`src/rtl/tlu_rx_pkg.sv`:
```
// Shared types and helpers for the multi-channel TLU receiver.
// Holds the per-channel state encoding and saturating arithmetic.
package tlu_rx_pkg;

    typedef enum logic [1:0] {
        IDLE = 2'd0,
        HIGH = 2'd1,
        DEAD = 2'd2
    } rx_state_t;

    localparam int TOT_MAX    = 255;
    localparam int MISSED_MAX = 255;

    function automatic logic [31:0] sat_add(input logic [31:0] a,
                                            input logic [31:0] b,
                                            input logic [31:0] lim);
        logic [32:0] s;
        s = {1'b0, a} + {1'b0, b};
        return (s > {1'b0, lim}) ? lim : s[31:0];
    endfunction

endpackage

```
`src/rtl/tlu_edge_finder.sv`:
```
// Locates rising/falling sample edges in one extended word (MSB-side sample is earliest).
// Purely combinational; x[SAMPLES] is the last sample of the previous word.
module tlu_edge_finder #(
    parameter int SAMPLES = 16,
    parameter int POS_W   = $clog2(SAMPLES)
) (
    input  logic [SAMPLES:0]   x,
    output logic               rise_found,
    output logic [POS_W-1:0]   rpos,
    output logic               fall_found,
    output logic               fall_after_rise,
    output logic [POS_W-1:0]   fpos_after_rise,
    output logic [POS_W-1:0]   fpos_first,
    output logic [POS_W-1:0]   extra_rise_cnt
);

    logic [SAMPLES-1:0] rise_vec;
    logic [SAMPLES-1:0] fall_vec;

    assign rise_vec = x[SAMPLES-1:0] & ~x[SAMPLES:1];
    assign fall_vec = ~x[SAMPLES-1:0] & x[SAMPLES:1];

    // Walk from the earliest sample (highest bit) to the latest.
    always_comb begin
        rise_found      = 1'b0;
        rpos            = '0;
        fall_found      = 1'b0;
        fall_after_rise = 1'b0;
        fpos_after_rise = '0;
        fpos_first      = '0;
        extra_rise_cnt  = '0;
        for (int i = SAMPLES - 1; i >= 0; i--) begin
            if (rise_vec[i]) begin
                if (!rise_found) begin
                    rise_found = 1'b1;
                    rpos       = POS_W'(SAMPLES - 1 - i);
                end else begin
                    extra_rise_cnt = extra_rise_cnt + POS_W'(1);
                end
            end
            if (fall_vec[i]) begin
                if (!fall_found) begin
                    fall_found = 1'b1;
                    fpos_first = POS_W'(SAMPLES - 1 - i);
                end
                if (rise_found && !fall_after_rise) begin
                    fall_after_rise = 1'b1;
                    fpos_after_rise = POS_W'(SAMPLES - 1 - i);
                end
            end
        end
    end

endmodule

```
`src/rtl/tlu_multi_ch_rx.sv`:
```
// Per-channel pulse edge/TOT measurement with threshold, dead time and missed-pulse count.
// Report registered one cycle after the trailing-edge word; no backpressure, input every cycle.
module tlu_multi_ch_rx
    import tlu_rx_pkg::*;
#(
    parameter int NCH     = 4,
    parameter int SAMPLES = 16,
    parameter int POS_W   = $clog2(SAMPLES),
    parameter int TS_W    = 4,
    parameter int TOT_W   = $clog2(TOT_MAX + 1),
    parameter int DEAD_W  = 4
) (
    input  logic                          CLK40,
    input  logic                          RST_N,
    input  logic [TS_W-1:0]               TIME_STAMP,
    input  logic [NCH*SAMPLES-1:0]        DATA,
    input  logic [NCH-1:0]                EN,
    input  logic [NCH-1:0]                EN_INVERT,
    input  logic [TOT_W-1:0]              DIG_TH,
    input  logic [DEAD_W-1:0]             DEAD_CYC,
    input  logic                          CLR_CNT,
    output logic [NCH-1:0]                VALID,
    output logic [NCH*(TS_W+POS_W)-1:0]   LE_TIME,
    output logic [NCH*TOT_W-1:0]          TOT,
    output logic [NCH-1:0]                BUSY,
    output logic [NCH*8-1:0]              MISSED
);

    localparam int          LE_W    = TS_W + POS_W;
    localparam logic [31:0] TOT_SAT = 32'((1 << TOT_W) - 1);

    for (genvar c = 0; c < NCH; c++) begin : g_ch
        logic [SAMPLES-1:0] w;
        logic               prev_lsb_q;
        logic               rise_found, fall_found, fall_after_rise;
        logic [POS_W-1:0]   rpos, fpos_after_rise, fpos_first, extra_rise_cnt;

        rx_state_t          state_q, state_d;
        logic [TOT_W-1:0]   acc_q, acc_d;
        logic [LE_W-1:0]    lead_q, lead_d;
        logic [DEAD_W-1:0]  dead_q, dead_d;

        logic               rep;
        logic [TOT_W-1:0]   rep_tot;
        logic [LE_W-1:0]    rep_le;
        logic [POS_W-1:0]   miss_inc;

        logic               valid_q;
        logic [LE_W-1:0]    le_q;
        logic [TOT_W-1:0]   tot_q;
        logic [7:0]         missed_q;

        assign w = DATA[c*SAMPLES +: SAMPLES] ^ {SAMPLES{EN_INVERT[c]}};

        tlu_edge_finder #(
            .SAMPLES (SAMPLES),
            .POS_W   (POS_W)
        ) u_edge (
            .x               ({prev_lsb_q, w}),
            .rise_found      (rise_found),
            .rpos            (rpos),
            .fall_found      (fall_found),
            .fall_after_rise (fall_after_rise),
            .fpos_after_rise (fpos_after_rise),
            .fpos_first      (fpos_first),
            .extra_rise_cnt  (extra_rise_cnt)
        );

        always_comb begin
            state_d  = state_q;
            acc_d    = acc_q;
            lead_d   = lead_q;
            dead_d   = dead_q;
            rep      = 1'b0;
            rep_tot  = '0;
            rep_le   = lead_q;
            miss_inc = '0;
            unique case (state_q)
                IDLE: begin
                    if (rise_found) begin
                        if (fall_after_rise) begin
                            rep      = 1'b1;
                            rep_tot  = TOT_W'(fpos_after_rise - rpos);
                            rep_le   = {TIME_STAMP, rpos};
                            miss_inc = extra_rise_cnt;
                        end else begin
                            acc_d   = TOT_W'(SAMPLES) - TOT_W'(rpos);
                            lead_d  = {TIME_STAMP, rpos};
                            state_d = HIGH;
                        end
                    end
                end
                HIGH: begin
                    // Word starts high, so every rising edge here follows the terminating fall.
                    if (fall_found) begin
                        rep      = 1'b1;
                        rep_tot  = TOT_W'(sat_add(32'(acc_q), 32'(fpos_first), TOT_SAT));
                        miss_inc = extra_rise_cnt + POS_W'(rise_found);
                    end else begin
                        acc_d = TOT_W'(sat_add(32'(acc_q), 32'(SAMPLES), TOT_SAT));
                    end
                end
                DEAD: begin
                    if (dead_q == '0) state_d = IDLE;
                    else              dead_d  = dead_q - DEAD_W'(1);
                end
                default: state_d = IDLE;
            endcase
            if (rep) begin
                if (DEAD_CYC != '0) begin
                    state_d = DEAD;
                    dead_d  = DEAD_CYC - DEAD_W'(1);
                end else begin
                    state_d = IDLE;
                end
            end
            if (!EN[c]) begin
                state_d  = IDLE;
                rep      = 1'b0;
                miss_inc = '0;
            end
        end

        always_ff @(posedge CLK40 or negedge RST_N) begin
            if (!RST_N) begin
                state_q    <= IDLE;
                acc_q      <= '0;
                lead_q     <= '0;
                dead_q     <= '0;
                prev_lsb_q <= 1'b0;
                valid_q    <= 1'b0;
                le_q       <= '0;
                tot_q      <= '0;
                missed_q   <= '0;
            end else begin
                state_q    <= state_d;
                acc_q      <= acc_d;
                lead_q     <= lead_d;
                dead_q     <= dead_d;
                prev_lsb_q <= w[0];
                valid_q    <= rep && (rep_tot > DIG_TH);
                if (rep) begin
                    le_q  <= rep_le;
                    tot_q <= rep_tot;
                end
                if (CLR_CNT)
                    missed_q <= '0;
                else if (miss_inc != '0)
                    missed_q <= 8'(sat_add(32'(missed_q), 32'(miss_inc), 32'(MISSED_MAX)));
            end
        end

        assign VALID[c]                 = valid_q;
        assign BUSY[c]                  = (state_q != IDLE);
        assign LE_TIME[c*LE_W +: LE_W]  = le_q;
        assign TOT[c*TOT_W +: TOT_W]    = tot_q;
        assign MISSED[c*8 +: 8]         = missed_q;
    end

endmodule

```
`config.mk`:
```
export PLATFORM = sky130hd
export DESIGN_NAME = tlu_multi_ch_rx
export DESIGN_NICKNAME = d
export VERILOG_FILES = /design/src/rtl/tlu_rx_pkg.sv /design/src/rtl/tlu_edge_finder.sv /design/src/rtl/tlu_multi_ch_rx.sv
export SDC_FILE = /design/constraint.sdc
export NUM_CORES = 1
export LEC_CHECK = 0
export CORE_MARGIN = 4
export CORE_UTILIZATION = 35
export DETAILED_ROUTE_END_ITERATION = 10
export PLACE_DENSITY = 0.51
export SYNTH_ARGS = -nofsm -noshare
export SYNTH_HDL_FRONTEND = slang
export SYNTH_SLANG_ARGS = --single-unit
```
`constraint.sdc`:
```
create_clock -name CLK40 -period 14.31 [get_ports CLK40]
set_input_delay 3.5775 -clock CLK40 [delete_from_list [all_inputs] [get_ports CLK40]]
set_output_delay 3.5775 -clock CLK40 [all_outputs]
set_load 0.01 [all_outputs]
```
==> key figures <==
Worst setup path
  • Slowest cell on the critical path: clkdlybuf4s50_1
  • Max stage delay on crit path: 0.92 ns
  • CP Class: input pin to register
  • Crit-path max FO: 25
  • CP endpoint: g_ch[1].missed_q[7]
  • Crit end category: register
  • RR Startpoint: g_ch[3].prev_lsb_q
  • R2r endpoint: g_ch[3].missed_q[4]
  • Crit path required time: 14.68 ns
  • CP Launch Point: DATA[31]
  • R2r worst-path depth: 48
  • CP Data Arrival Time: 13.89 ns
  • Nature of the critical path startpoint: input pin
  • Worst reg-to-reg setup slack: 3.79 ns

Detailed routing
  • Routed Antenna Nets: 0
  • Via-to-Cell Ratio: 5.790
  • DR WL/cell: 19.16 um
  • Detailed-route DRC error count: 0
  • Initial DRC count: 2387
  • 1st-pass router iterations: 5
  • Routed vias: 27730
  • Routed wire length: 91.76 mm

CTS
  • Resized cells post-CTS: 0
  • Worst skew pair latency: 0.49 ns
  • CTS Buf Count: 17
  • H-tree depth: 4
  • CTS tree: done
  • Clk slew on worst S/H paths: 0.08 ns
  • Clock Tree Buf Depth: 2
  • Post-CTS setup buffer count: 0
  • Root Driver: clkbuf_16
  • Hold-fix buffers at CTS: 0
  • Clock Sinks: 192

Timing
  • Max Slew Vio Count: 0
  • Setup Skew: 0.01651 ns
  • Measured slew at the worst slew-check pin: 1.074 ns
  • Fin crit period: 13.52 ns
  • RSZ-0062 raised after global routing: no
  • Tcrit/Tclk final: 94.48%
  • Final Hold Slack: 0.4815 ns
  • Setup TNS: 0 ns
  • Final Hold Viols: 0
  • Peak Freq: 0.07396 GHz
  • Slew margin rel.: 28.42%
  • Setup ws final: 0.7896 ns
  • Setup violators final: 0

Floorplan
  • Die ar.: 82780 um^2
  • Rows: 102
  • Die X: 287.7 um
  • Io pins: 195
  • Initial Util: 35.35%
  • DIE HEIGHT: 287.7 um
  • Core outline area: 77470 um^2

Pwr
  • Switch Pwr: 1.424 mW
  • Logic pwr share: 58.5%
  • Power density over the cells: 103.8 nW/um^2
  • Flop pwr share: 25.2%
  • Pint: 1.755 mW
  • Sw Ratio: 44.79%
  • Peak VDD IR: 0.0001000 V
  • Share of total power in the clock network: 16.3%
  • Leak pwr: 12.65 nW
  • Overall power: 3.179 mW

Synthesis
  • EDFF count, synth: 0
  • Ys flop type: dfrtp_1
  • Register bit count reported by yosys: 192
  • Mapped Cells: 3692
  • YS warnings: 0
  • Distinct cells, synth: 124
  • Seq/Total Area, Yosys: 17.54%
  • Async SR Flop Fraction: 100.0%
  • Mapped cell area: 27390 um^2
  • Mapped Avg Cell Area: 7.417 um^2

Finish
  • Most frequent cells in the layout: nand2_1, nor2_1, o21ai_0
  • Final nets: 3996
  • Fin area: 30640 um^2
  • Commonest non-fill, non-tap cell in the layout: nand2_1
  • P&R area growth vs syn: 11.87%
  • Layout cells sized above 1: 7.551%
  • Fillers: 8239

Worst hold path
  • Hold WC Path Type: register to register

Placed design
  • Post-place instance area: 30010 um^2
  • Routability-driven placement congestion ratio: 0.9074
  • Dpl hpwl: 71.46 mm
  • Post-Place Setup Slack: 0.2396 ns
  • # port buffers: 194

GRT
  • First-pass GRT wire length: 145.6 mm
  • Largest net degree at the start of global routing: 94
  • GRT Total Usage: 21.53%
  • Overflow left after global routing: 0
  • Initial antenna violation count: 3
  • Vias in the first global route: 25620

Run status
  • Outcome: complete, no violations

Job
  • Max-Cap Viols: 0
==> cell usage after synthesis (29+ instances only) <==
cell type,count,area (um^2)
or2_2,29,181.4
inv_1,136,510.5
and2_1,36,225.2
o221ai_1,29,254.0
a21o_1,56,420.4
nor3_1,82,410.4
buf_2,39,195.2
o22ai_1,29,181.4
nand3_1,88,440.4
mux2i_1,88,880.8
a31oi_1,59,369.1
nand4_1,35,219.0
nor2b_1,106,663.1
o21ai_0,308,1541
o211ai_1,33,247.7
ha_1,158,1977
mux2_2,75,844.6
xnor2_1,99,867.1
nand2b_1,95,594.3
nand2_1,390,1464
xor2_1,38,332.8
nor2_1,330,1239
a211oi_1,64,480.5
a21oi_1,280,1401
dfrtp_1,192,4805
o21a_1,29,217.7
o31ai_1,31,232.7
clkbuf_1,136,510.5
==> registers in the layout, summed over array words and instances, names as in the netlist <==
signal,cells
g_ch.missed_q,32
g_ch.acc_q,32
g_ch.prev_lsb_q,4
g_ch.le_q,32
g_ch.dead_q,16
g_ch.lead_q,32
g_ch.tot_q,32
g_ch.state_q,8
g_ch.valid_q,4
==> worst min-delay path by stage <==
| stage | cells after the start | start | endpoint |
|---|---|---|---|
| finish | 2 | g_ch[0].lead_q[2] | g_ch[0].lead_q[2] |
| global route | 2 | g_ch[2].lead_q[3] | g_ch[2].lead_q[3] |
| detailed placement | 2 | g_ch[0].lead_q[2] | g_ch[0].lead_q[2] |
| floorplan | 2 | g_ch[0].lead_q[2] | g_ch[0].lead_q[2] |
| CTS | 2 | g_ch[0].lead_q[2] | g_ch[0].lead_q[2] |
| global placement | 2 | g_ch[0].lead_q[2] | g_ch[0].lead_q[2] |
==> final cells by class <==
class / instances / area, um^2 / area share, %
Antenna cell: 2 / 5.005 / 0.01634
Clock buffer: 17 / 425.4 / 1.389
Clock inverter: 15 / 191.4 / 0.6248
Inverter: 143 / 536.8 / 1.752
Multi-Input combinational cell: 3138 / 21070 / 68.77
Sequential cell: 192 / 4805 / 15.68
Tap cell: 1040 / 1301 / 4.247
Timing Repair Buffer: 243 / 2302 / 7.515
==> routing by layer <==
metal / part of all wire, % / GRT usage (%) / vias to the layer above
met5: 0.022 / 0 / -
met4: 1.2 / 3.904 / 2
met3: 4.0 / 2.502 / 66
met2: 46 / 34.72 / 629
met1: 49 / 31.21 / 13220
li1: - / - / 13820
==> power by group through the flow <==
stage | Combinational, mW | Sequential, mW | Clock (mW)
floorplan | 1.29 | 0.796 | 0
global placement | 1.85 | 0.813 | 0
detailed placement | 1.85 | 0.813 | 0
CTS | 1.86 | 0.803 | 0.540
global route | 2.08 | 0.822 | 0.557
finish | 1.86 | 0.802 | 0.517
==> worst max-delay path, delay by kind of cell <==
family          cells  cell delay [ns]
xor+xnor            6             1.05
fa+ha+maj           5             1.49
mux                 3             0.69
simple gates       11             2.79
compound gates     16             3.38
buf+inv             1             0.92
==> cell families (layout without fill, tap and decap cells) <==
logic type	Yosys count	count (layout)	synth area share, %
xor gates and xnor gates	159	159	6.090
other	1	6	0.01369
buffers and inverters	365	418	5.661
DFF	192	192	17.54
and+or+nand+nor	1377	1377	25.05
adders and majority gates	173	173	8.206
AOI/OAI and AO/OA	1256	1256	30.78
muxes	169	169	6.652
==> metrics by stage <==
stage,utilization [%],instances
2_1_floorplan,-,3695
3_3_place_gp,38.73,4756
3_5_place_dp,38.73,4756
4_1_cts,39.53,4788
5_1_grt,39.54,4788
6_report,39.55,4790
Power figures use the tool's default switching activity.
